==> src/rtl/multu_hilo_unit_pkg.sv <==
// Shared constants for the HI/LO multiplier: funct codes, FSM encoding, default width.
package multu_hilo_unit_pkg;

  localparam int unsigned FUNCT_W       = 6;
  localparam int unsigned DEFAULT_WIDTH = 32;

  localparam logic [FUNCT_W-1:0] MULTU = 6'b011001;
  localparam logic [FUNCT_W-1:0] MULT  = 6'b011000;
  localparam logic [FUNCT_W-1:0] MFHI  = 6'b010000;
  localparam logic [FUNCT_W-1:0] MFLO  = 6'b010010;

  typedef enum logic [1:0] {
    IDLE = 2'd0,
    RUN  = 2'd1,
    DONE = 2'd2
  } state_e;

  // MULT only counts as a start code when the signed option is built in
  function automatic logic is_start_code(input logic [FUNCT_W-1:0] code, input logic signed_en);
    return (code == MULTU) || (signed_en && (code == MULT));
  endfunction

endpackage

==> src/rtl/multu_hilo_unit_mult_step.sv <==
// One shift-add iteration on the {carry, upper, lower} product register.
module mult_step
  import multu_hilo_unit_pkg::*;
#(
  parameter int unsigned WIDTH = DEFAULT_WIDTH
) (
  input  logic [2*WIDTH:0] prod,
  input  logic [WIDTH-1:0] a,
  output logic [2*WIDTH:0] prod_nxt_c
);

  logic [WIDTH:0] upper_sum;

  always_comb begin
    upper_sum = prod[2*WIDTH:WIDTH];
    if (prod[0]) begin
      upper_sum = prod[2*WIDTH:WIDTH] + {1'b0, a};
    end
    prod_nxt_c = {1'b0, upper_sum, prod[WIDTH-1:1]};
  end

endmodule

==> src/rtl/multu_hilo_unit.sv <==
// Sequential shift-add multiplier with HI/LO registers and MFHI/MFLO read port.
// Optional signed MULT support is compiled in with `define MULT_SIGNED_EN.
module multu_hilo_unit
  import multu_hilo_unit_pkg::*;
#(
  parameter int unsigned WIDTH = DEFAULT_WIDTH
) (
  input  logic               clk,
  input  logic               rst_n,
  input  logic [5:0]         ctrl,
  input  logic [WIDTH-1:0]   dataA,
  input  logic [WIDTH-1:0]   dataB,
  output logic [WIDTH-1:0]   hi,
  output logic [WIDTH-1:0]   lo,
  output logic [WIDTH-1:0]   dataOut,
  output logic               busy,
  output logic               done
);

  localparam int unsigned PW    = 2 * WIDTH + 1;
  localparam int unsigned CNT_W = $clog2(WIDTH);

`ifdef MULT_SIGNED_EN
  localparam logic SIGNED_EN = 1'b1;
`else
  localparam logic SIGNED_EN = 1'b0;
`endif

  state_e             state, state_nxt;
  logic [PW-1:0]      prod;
  logic [PW-1:0]      prod_step_c;
  logic [WIDTH-1:0]   a_q;
  logic [WIDTH-1:0]   a_load_c;
  logic [WIDTH-1:0]   b_load_c;
  logic [2*WIDTH-1:0] result_c;
  logic [CNT_W-1:0]   cnt;
  logic               prev_multu;
  logic               start_code_c;
  logic               start_c;
  logic               last_c;

  assign start_code_c = is_start_code(ctrl, SIGNED_EN);

`ifdef MULT_SIGNED_EN
  logic sign_q;
  logic is_mult_c;

  // MULT runs the unsigned core on magnitudes and fixes the sign on writeback
  assign is_mult_c = (ctrl == MULT);
  assign a_load_c  = (is_mult_c && dataA[WIDTH-1]) ? -dataA : dataA;
  assign b_load_c  = (is_mult_c && dataB[WIDTH-1]) ? -dataB : dataB;
  assign result_c  = sign_q ? -prod_step_c[2*WIDTH-1:0] : prod_step_c[2*WIDTH-1:0];

  always_ff @(posedge clk or negedge rst_n) begin
    if (!rst_n) begin
      sign_q <= 1'b0;
    end else if (start_c) begin
      sign_q <= is_mult_c && (dataA[WIDTH-1] ^ dataB[WIDTH-1]);
    end
  end
`else
  assign a_load_c = dataA;
  assign b_load_c = dataB;
  assign result_c = prod_step_c[2*WIDTH-1:0];
`endif

  mult_step #(
    .WIDTH (WIDTH)
  ) u_step (
    .prod       (prod),
    .a          (a_q),
    .prod_nxt_c (prod_step_c)
  );

  always_ff @(posedge clk or negedge rst_n) begin
    if (!rst_n) begin
      state <= IDLE;
    end else begin
      state <= state_nxt;
    end
  end

  // Start only on a fresh start code while idle; last iteration ends RUN
  always_comb begin
    state_nxt = state;
    start_c   = 1'b0;
    last_c    = 1'b0;
    case (state)
      IDLE: begin
        if (start_code_c && !prev_multu) begin
          start_c   = 1'b1;
          state_nxt = RUN;
        end
      end
      RUN: begin
        if (cnt == CNT_W'(WIDTH - 1)) begin
          last_c    = 1'b1;
          state_nxt = DONE;
        end
      end
      DONE:    state_nxt = IDLE;
      default: state_nxt = IDLE;
    endcase
  end

  always_ff @(posedge clk or negedge rst_n) begin
    if (!rst_n) begin
      prod       <= '0;
      a_q        <= '0;
      cnt        <= '0;
      prev_multu <= 1'b0;
      hi         <= '0;
      lo         <= '0;
      busy       <= 1'b0;
      done       <= 1'b0;
    end else begin
      prev_multu <= start_code_c;
      busy       <= (state_nxt != IDLE);
      done       <= (state_nxt == DONE);
      if (start_c) begin
        prod <= {(WIDTH + 1)'(0), b_load_c};
        a_q  <= a_load_c;
        cnt  <= '0;
      end else if (state == RUN) begin
        prod <= prod_step_c;
        cnt  <= cnt + CNT_W'(1);
      end
      if (last_c) begin
        hi <= result_c[2*WIDTH-1:WIDTH];
        lo <= result_c[WIDTH-1:0];
      end
    end
  end

  always_comb begin
    dataOut = lo;
    case (ctrl)
      MFHI:    dataOut = hi;
      MFLO:    dataOut = lo;
      default: dataOut = lo;
    endcase
  end

endmodule

==> config.mk <==
export PLATFORM = sky130hd
export DESIGN_NAME = multu_hilo_unit
export DESIGN_NICKNAME = d
export VERILOG_FILES = /design/src/rtl/multu_hilo_unit_pkg.sv /design/src/rtl/multu_hilo_unit_mult_step.sv /design/src/rtl/multu_hilo_unit.sv
export SDC_FILE = /design/constraint.sdc
export NUM_CORES = 1
export LEC_CHECK = 0
export CAP_MARGIN = 25
export CORE_MARGIN = 2
export CORE_UTILIZATION = 58
export CTS_CLUSTER_SIZE = 16
export DETAILED_ROUTE_END_ITERATION = 8
export PLACE_DENSITY_LB_ADDON = 0.2
export REMOVE_ABC_BUFFERS = 1
export SLEW_MARGIN = 20
export SYNTH_ARGS = -nofsm -noshare
export SYNTH_HDL_FRONTEND = slang
export SYNTH_HIERARCHICAL = 1
export SYNTH_SLANG_ARGS = --single-unit
==> constraint.sdc <==
create_clock -name clk -period 5.4 [get_ports clk]
set_input_delay 1.35 -clock clk [delete_from_list [all_inputs] [get_ports clk]]
set_output_delay 1.35 -clock clk [all_outputs]
set_load 0.01 [all_outputs]
==> run metrics, run 1 <==
Synth cell types=between 50 and 60; final setup violation count=0; multiplexer share of the synthesized area=26.1%; hold_ws=roughly 0.52 ns; die area=about 18000 um2; WP buf/inv=3; Worst-path clk slew=approximately 0.06 ns; Clock Path Buffers=2; Critical Path Sink Type=primary output; measured slew at the worst slew-check pin=0.992 ns; CP max stage cell=or4b_4; TritonRoute pass-1 iters=4; global route total overflow=0; Final ANT Viol Nets=0; layout cell share with drive strength beyond 1=around 28%; FF+latch count, synth=171; multi-input logic area=between 4000 and 5000 um2; Post-Place Worst Slack=around 0.17 ns; PwrDens=395 nW/um2; skew final=0.0110 ns; Starting Density=59.0%; CP max stage delay=0.56 ns; setup TNS=0 ns; Setup Buffers After CTS=0; adder-cell share of the synthesized area=about 4.6%; CP Cell Sequence=clkdlybuf4s50_1 -> or4b_4 -> or3_2 -> buf_4 -> mux2_4 -> clkdlybuf4s50_1; CTS tree=built; Ports=170; final WL=roughly 20 mm; Hold Path Class=flop to flop; Crit path max-delay family=buffers and inverters; Placer Congestion=a little under 0.9; nets=roughly 1.1k; Post-Synth Simple-Gate Area=7.94%; Post-CTS Hold Buffers=0; critical path arrival=3.87 ns; Clk Latency, worst-skew pair=0.42 ns; count of input and output buffers=roughly 170; worst setup margin=0.185 ns; # fillers=approximately 1.2k; htree depth=4; Max Slew Vio Count=0; row cnt=47; GRT Total Usage=around a quarter; Syn Area/Cell=11.4 um2; Post-Synth XOR/XNOR Area=under 10%; Final Critical Period=5.22 ns; sequential fraction of the synthesis area=a little over two fifths; critical path class=input port to primary output; CTS resizes=0; core area=approximately 17000 um2; Post-synth EDFFs=0; fmax=approximately 0.19 GHz; Vias/cell=approximately 5.6; die width=134 um; CP startpoint kind=input port; clk sinks=roughly 170; ys async rst share=100%; Syn Std Cell Area=roughly 10000 um2; Final Cycle Share=around 97%; largest net degree at the start of global routing=slightly below 90; FF+latch area=roughly 4300 um2; Hold Fails Final Rpt=0; Max-Slew Margin vs Limit=about a third; HPWL after DPL=14.1 mm; Most common cell on crit path=clkdlybuf4s50_1; Die Y-Extent=approximately 130 um; crit-path max FO=16; Pleak=approximately 5.3 nW; Post-route DRC=0; 1st-iter DRT viols=361; compound-gate portion of the synthesized area=under 10%; Max-Cap Viols=0; main combinational cell family by area after synthesis=multiplexers; status=completed; cells after synthesis=about 850; Root Buffer=clkbuf_16; Pwr Total=between 0.004 and 0.005 W; drt wl/cell=around 17 um; antenna cells=0; vias in the first global route=between 6k and 7k; VDD IR-drop max=270 uV; area grow syn2layout=22.4%; yosys warns=6; global-route wire length before repair=~35 mm; RSZ-0062 raised after global routing=false; required time worst endpoint=between 4 and 5 ns; ys flop type=dfrtp_1; antenna violations before repair=0; CTS buffer count=17; via count=6787
## where the power goes
part,switching (W),internal (W)
logic,0.000887,0.000834
registers,0.000208,0.00156
clock network,0.000528,0.000700
## worst register-to-register path: stages, from the launching register on
cell	delay, ns
dfrtp_1	0.42
ha_1	0.31
a21oi_1	0.27
nor3b_1	0.12
nor4_1	0.66
o21ai_0	0.29
a31oi_1	0.41
o31ai_1	0.15
xor2_1	0.18
mux2_2	0.30
mux2_2	0.26
## per-layer routing
metal  GRT usage, %  wire length [um]  vias up
met5              0                 0        -
met1           34.1              9630     3359
met3           4.64               858       12
met2           38.8              9820      174
met4           5.50               162        0
li1               -                 -     3242
## cells in the mapped netlist (2+ instances only)
library cell	number	share of area, %
mux2_2	186	21
dfrtp_1	171	44
nand2_1	92	3.5
o21ai_0	56	2.9
a21oi_1	35	1.8
buf_4	34	2.6
ha_1	34	4.4
mux2_4	30	4.6
clkbuf_1	20	0.77
nor2_1	18	0.69
xnor2_1	17	1.5
a21o_1	14	1.1
buf_6	12	1.4
buf_2	11	0.56
inv_1	11	0.42
xor2_1	10	0.90
nand3_1	8	0.41
nand4_1	8	0.51
nor2b_1	8	0.51
o21bai_1	8	0.62
o211ai_1	7	0.54
or3_1	6	0.38
o21a_1	5	0.38
o31ai_1	5	0.38
and3_1	3	0.19
nand3b_1	3	0.23
nor3_1	3	0.15
nor4_1	3	0.19
or2_2	3	0.19
a211oi_1	2	0.15
a21boi_0	2	0.15
buf_1	2	0.077
nand2b_1	2	0.13
o211a_1	2	0.21
o311ai_0	2	0.18
## cell type report
class,count,area share [%]
multi-input combinational,590,41.1
sequential,171,35.8
timing repair buffer,180,15.5
clock buffer,20,3.74
tap,220,2.31
clock inverter,12,1.14
inverter,11,0.346
## worst paths after layout
| path | start | to | slack, ns | cells after the start |
|---|---|---|---|---|
| hold / removal | a_q[14] | a_q[14] | 0.52 | 1 |
| hold reg to reg | a_q[14] | a_q[14] | 0.52 | 1 |
| setup / recovery | ctrl[5] | dataOut[22] | 0.18 | 6 |
| min in group asynchronous | rst_n | prod[8] | 0.96 | 1 |
| max in group asynchronous | rst_n | hi[24] | 3.52 | 2 |
| setup reg to reg | a_q[1] | hi[24] | 1.93 | 10 |
## cell families after synthesis
family | after synthesis
AO/OA/AOI/OAI | 146
other | 1
adder cells (fa/ha/maj) | 35
flip-flops | 171
XOR/XNOR | 27
multiplexers | 216
buffers and inverters | 91
AND/OR/NAND/NOR | 165
## layout by cell type, fill, tap and decap left out, drive strengths merged, types with 6 or more instances in the layout
cell type / synthesis / routed
nor2: 18 / 18
xor2: 10 / 10
xnor2: 17 / 17
o21ai: 56 / 56
ha: 34 / 34
o21bai: 8 / 8
a21o: 14 / 14
a21oi: 36 / 36
o211ai: 7 / 7
or3: 6 / 6
inv: 11 / 15
nor2b: 8 / 8
dfrtp: 171 / 171
clkdlybuf4s50: 0 / 168
nand4: 8 / 8
mux2: 216 / 216
nand2: 93 / 93
clkbuf: 21 / 20
nand3: 8 / 8
buf: 59 / 12
## stage by stage
| step | util, % | instance area, um2 | cells |
|---|---|---|---|
| after floorplan | - | 9220 | 772 |
| after global placement | 68.7 | 11400 | 1172 |
| after detailed placement | 68.7 | 11400 | 1172 |
| after CTS | 72.3 | 11900 | 1204 |
| after global routing | 72.3 | 11900 | 1204 |
| final | 72.3 | 11900 | 1204 |
## flip-flops by register name (all words and copies together) (netlist names)
signal and cells:
hi 32, cnt 5, a_q 32, state 2, busy 1, done 1
prev_multu 1, prod 65, lo 32
Power figures use the tool's default switching activity.
==> run 2, diff against run 1 <==
CORE_MARGIN = default   (was 2)
PLACE_DENSITY = 0.86   (was default)
PLACE_DENSITY_LB_ADDON = default   (was 0.2)
==> run 2 against run 1 <==
  * Sequential share of layout area grew 0.15 points
  * Count of clock-buffer cells in the layout up 2
  * Total power fell by 0.15%
  * Core utilization shrank 0.30 points
  * Cell area fell by 0.41%
  * Critical path type unchanged
  * Critical endpoint is now dataOut[8]
==> run metrics, run 2 (synthesized netlist as in run 1, its figures left out) <==
NetSw=0.00160 W (-1.5%); critical path arrival=3.83 ns (-0.04 ns); Max Slew Vio Count=0 (unchanged); CP max stage delay=0.57 ns (about the same); measured slew at the worst slew-check pin=1.00 ns (+0.00861 ns); Worst-path clk slew=0.06 ns (about the same); area grow syn2layout=21.9%; 1st-iter DRT viols=499 (+38%); row cnt=47 (unchanged); via count=6822 (+0.52%); fmax=0.193 GHz (+0.75%); Flop pwr share=37.7% (+0.2 points); Post-CTS Hold Buffers=0 (unchanged); multi-input logic area=4910 um2 (unchanged); Sw Ratio=34.0% (-0.45 points); antenna cells=0 (unchanged); die width=132 um (-1.5%); Hold Path Class=flop to flop; required time worst endpoint=4.05 ns (about the same); global-route wire length before repair=34.3 mm (-0.64%); CP startpoint kind=input port; Final ANT Viol Nets=0 (unchanged); FF+latch area=4280 um2 (unchanged); Ports=170 (unchanged); status=completed; Final Cycle Share=95.9% (-0.72 points); Vias/cell=5.69 (+0.85%); TritonRoute pass-1 iters=4 (unchanged); Die Y-Extent=132 um (-1.5%); Pint=0.00311 W (+0.54%); Max-Slew Margin vs Limit=33.3% (-0.36 points); Post-Place Worst Slack=0.220 ns (+0.0460 ns); CTS buffer count=17 (unchanged); Most common cell on crit path=clkdlybuf4s50_1; Setup Buffers After CTS=0 (unchanged); crit-path max FO=17 (+1); antenna violations before repair=0 (unchanged); final WL=20.6 mm (+0.49%); CTS tree=built; Critical Path Sink Type=primary output; worst setup margin=0.224 ns (+0.0390 ns); Clock power frac=25.8% (-0.2 points); Clock Path Buffers=2 (unchanged); global route total overflow=0 (unchanged); drt wl/cell=17.1 um (+0.82%); # fillers=1139 (-4.9%); commonest non-fill, non-tap cell in the layout=mux2_2; Final Critical Period=5.18 ns (-0.0390 ns); CTS resizes=0 (unchanged); Clk Latency, worst-skew pair=0.43 ns (about the same); htree depth=4 (unchanged); PwrDens=396 nW/um2 (+0.26%); VDD IR-drop max=226 uV (-16%); Hold Fails Final Rpt=0 (unchanged); final setup violation count=0 (unchanged); Logic pwr share=36.5% (about the same); HPWL after DPL=13.8 mm (-2.1%); CP max stage cell=or4b_4; skew final=0.0105 ns (-0.000513 ns); max reg flops=65 (unchanged); setup TNS=0 ns (unchanged); commonest non-fill, non-tap cells in the layout=mux2_2 (186), dfrtp_1 (171), clkdlybuf4s50_1 (168); largest net degree at the start of global routing=105 (+18%); layout cell share with drive strength beyond 1=27.2% (-0.30 points); Post-route DRC=0 (unchanged); critical path class=input port to primary output; RSZ-0062 raised after global routing=false; Root Buffer=clkbuf_16; GRT Total Usage=24.9% (+0.78 points); nets=1074 (-0.37%); Top reg by flops=prod; Starting Density=59.0% (unchanged); Pleak=5.24 nW (-0.34%); vias in the first global route=6855 (+0.25%); count of input and output buffers=169 (unchanged); Max-Cap Viols=0 (unchanged); die area=17300 um2 (-3.0%); CP Cell Sequence=clkdlybuf4s50_1 -> or4b_4 -> or3_2 -> buf_12 -> mux2_4 -> clkdlybuf4s50_1; clk sinks=171 (unchanged); Placer Congestion=0.863 (-1.2%); core area=16500 um2 (unchanged)
==> run 2: power groups by stage <==
| stage | sequential [W] | combinational [W] | clock [W] |
|---|---|---|---|
| floorplan | 0.00175 | 0.00128 | 0 |
| CTS | 0.00177 | 0.00172 | 0.00124 |
| global route | 0.00181 | 0.00191 | 0.00129 |
| finish | 0.00178 | 0.00172 | 0.00122 |
| detailed placement | 0.00179 | 0.00170 | 0 |
| global placement | 0.00177 | 0.00164 | 0 |
==> run 2: layer usage <==
layer  share of wire, %  track usage [%]
met1                 45             32.5
met2                 50             41.2
met3                4.2             5.29
met4                1.4             7.95
met5                  0                0
==> run 2: path summary, 6_finish.rpt <==
kind                              start    endpoint  slack, ns  depth (start not counted)
worst max-delay path            ctrl[5]  dataOut[8]       0.22                          6
worst min-delay path            a_q[30]     a_q[30]       0.52                          1
worst max register to register   a_q[8]      hi[24]       1.96                         10
worst min register to register  a_q[30]     a_q[30]       0.52                          1
max in group asynchronous         rst_n    prod[56]       3.50                          2
min in group asynchronous         rst_n     prod[9]       0.94                          1
==> run 2: critical path, delay by kind of cell <==
kind | cells | cell delay, ns
and+or+nand+nor | 2 | 1.07
muxes | 1 | 0.31
buffers and inverters | 3 | 1.08
==> run 2: layout make-up <==
type | count | share of cell area (%)
Inverter | 11 | 0.347
Sequential cell | 171 | 36.0
Clock buffer | 22 | 3.99
Timing Repair Buffer | 176 | 15.1
Multi-Input combinational cell | 590 | 41.3
Tap cell | 220 | 2.31
Clock inverter | 10 | 0.968
==> run 2: through the flow <==
stage | instance area [um2] | utilization (%) | hold slack [ns] | cells | total power (W)
final | 11900 | 72.0 | 0.520 | 1200 | 0.00471
after global routing | 11900 | 72.0 | 0.537 | 1200 | 0.00502
after CTS | 11900 | 72.0 | 0.523 | 1200 | 0.00473
after detailed placement | 11300 | 68.4 | 0.506 | 1168 | 0.00349
after global placement | 11300 | 68.4 | 0.502 | 1168 | 0.00341
after floorplan | 9220 | - | 0.488 | 772 | 0.00303
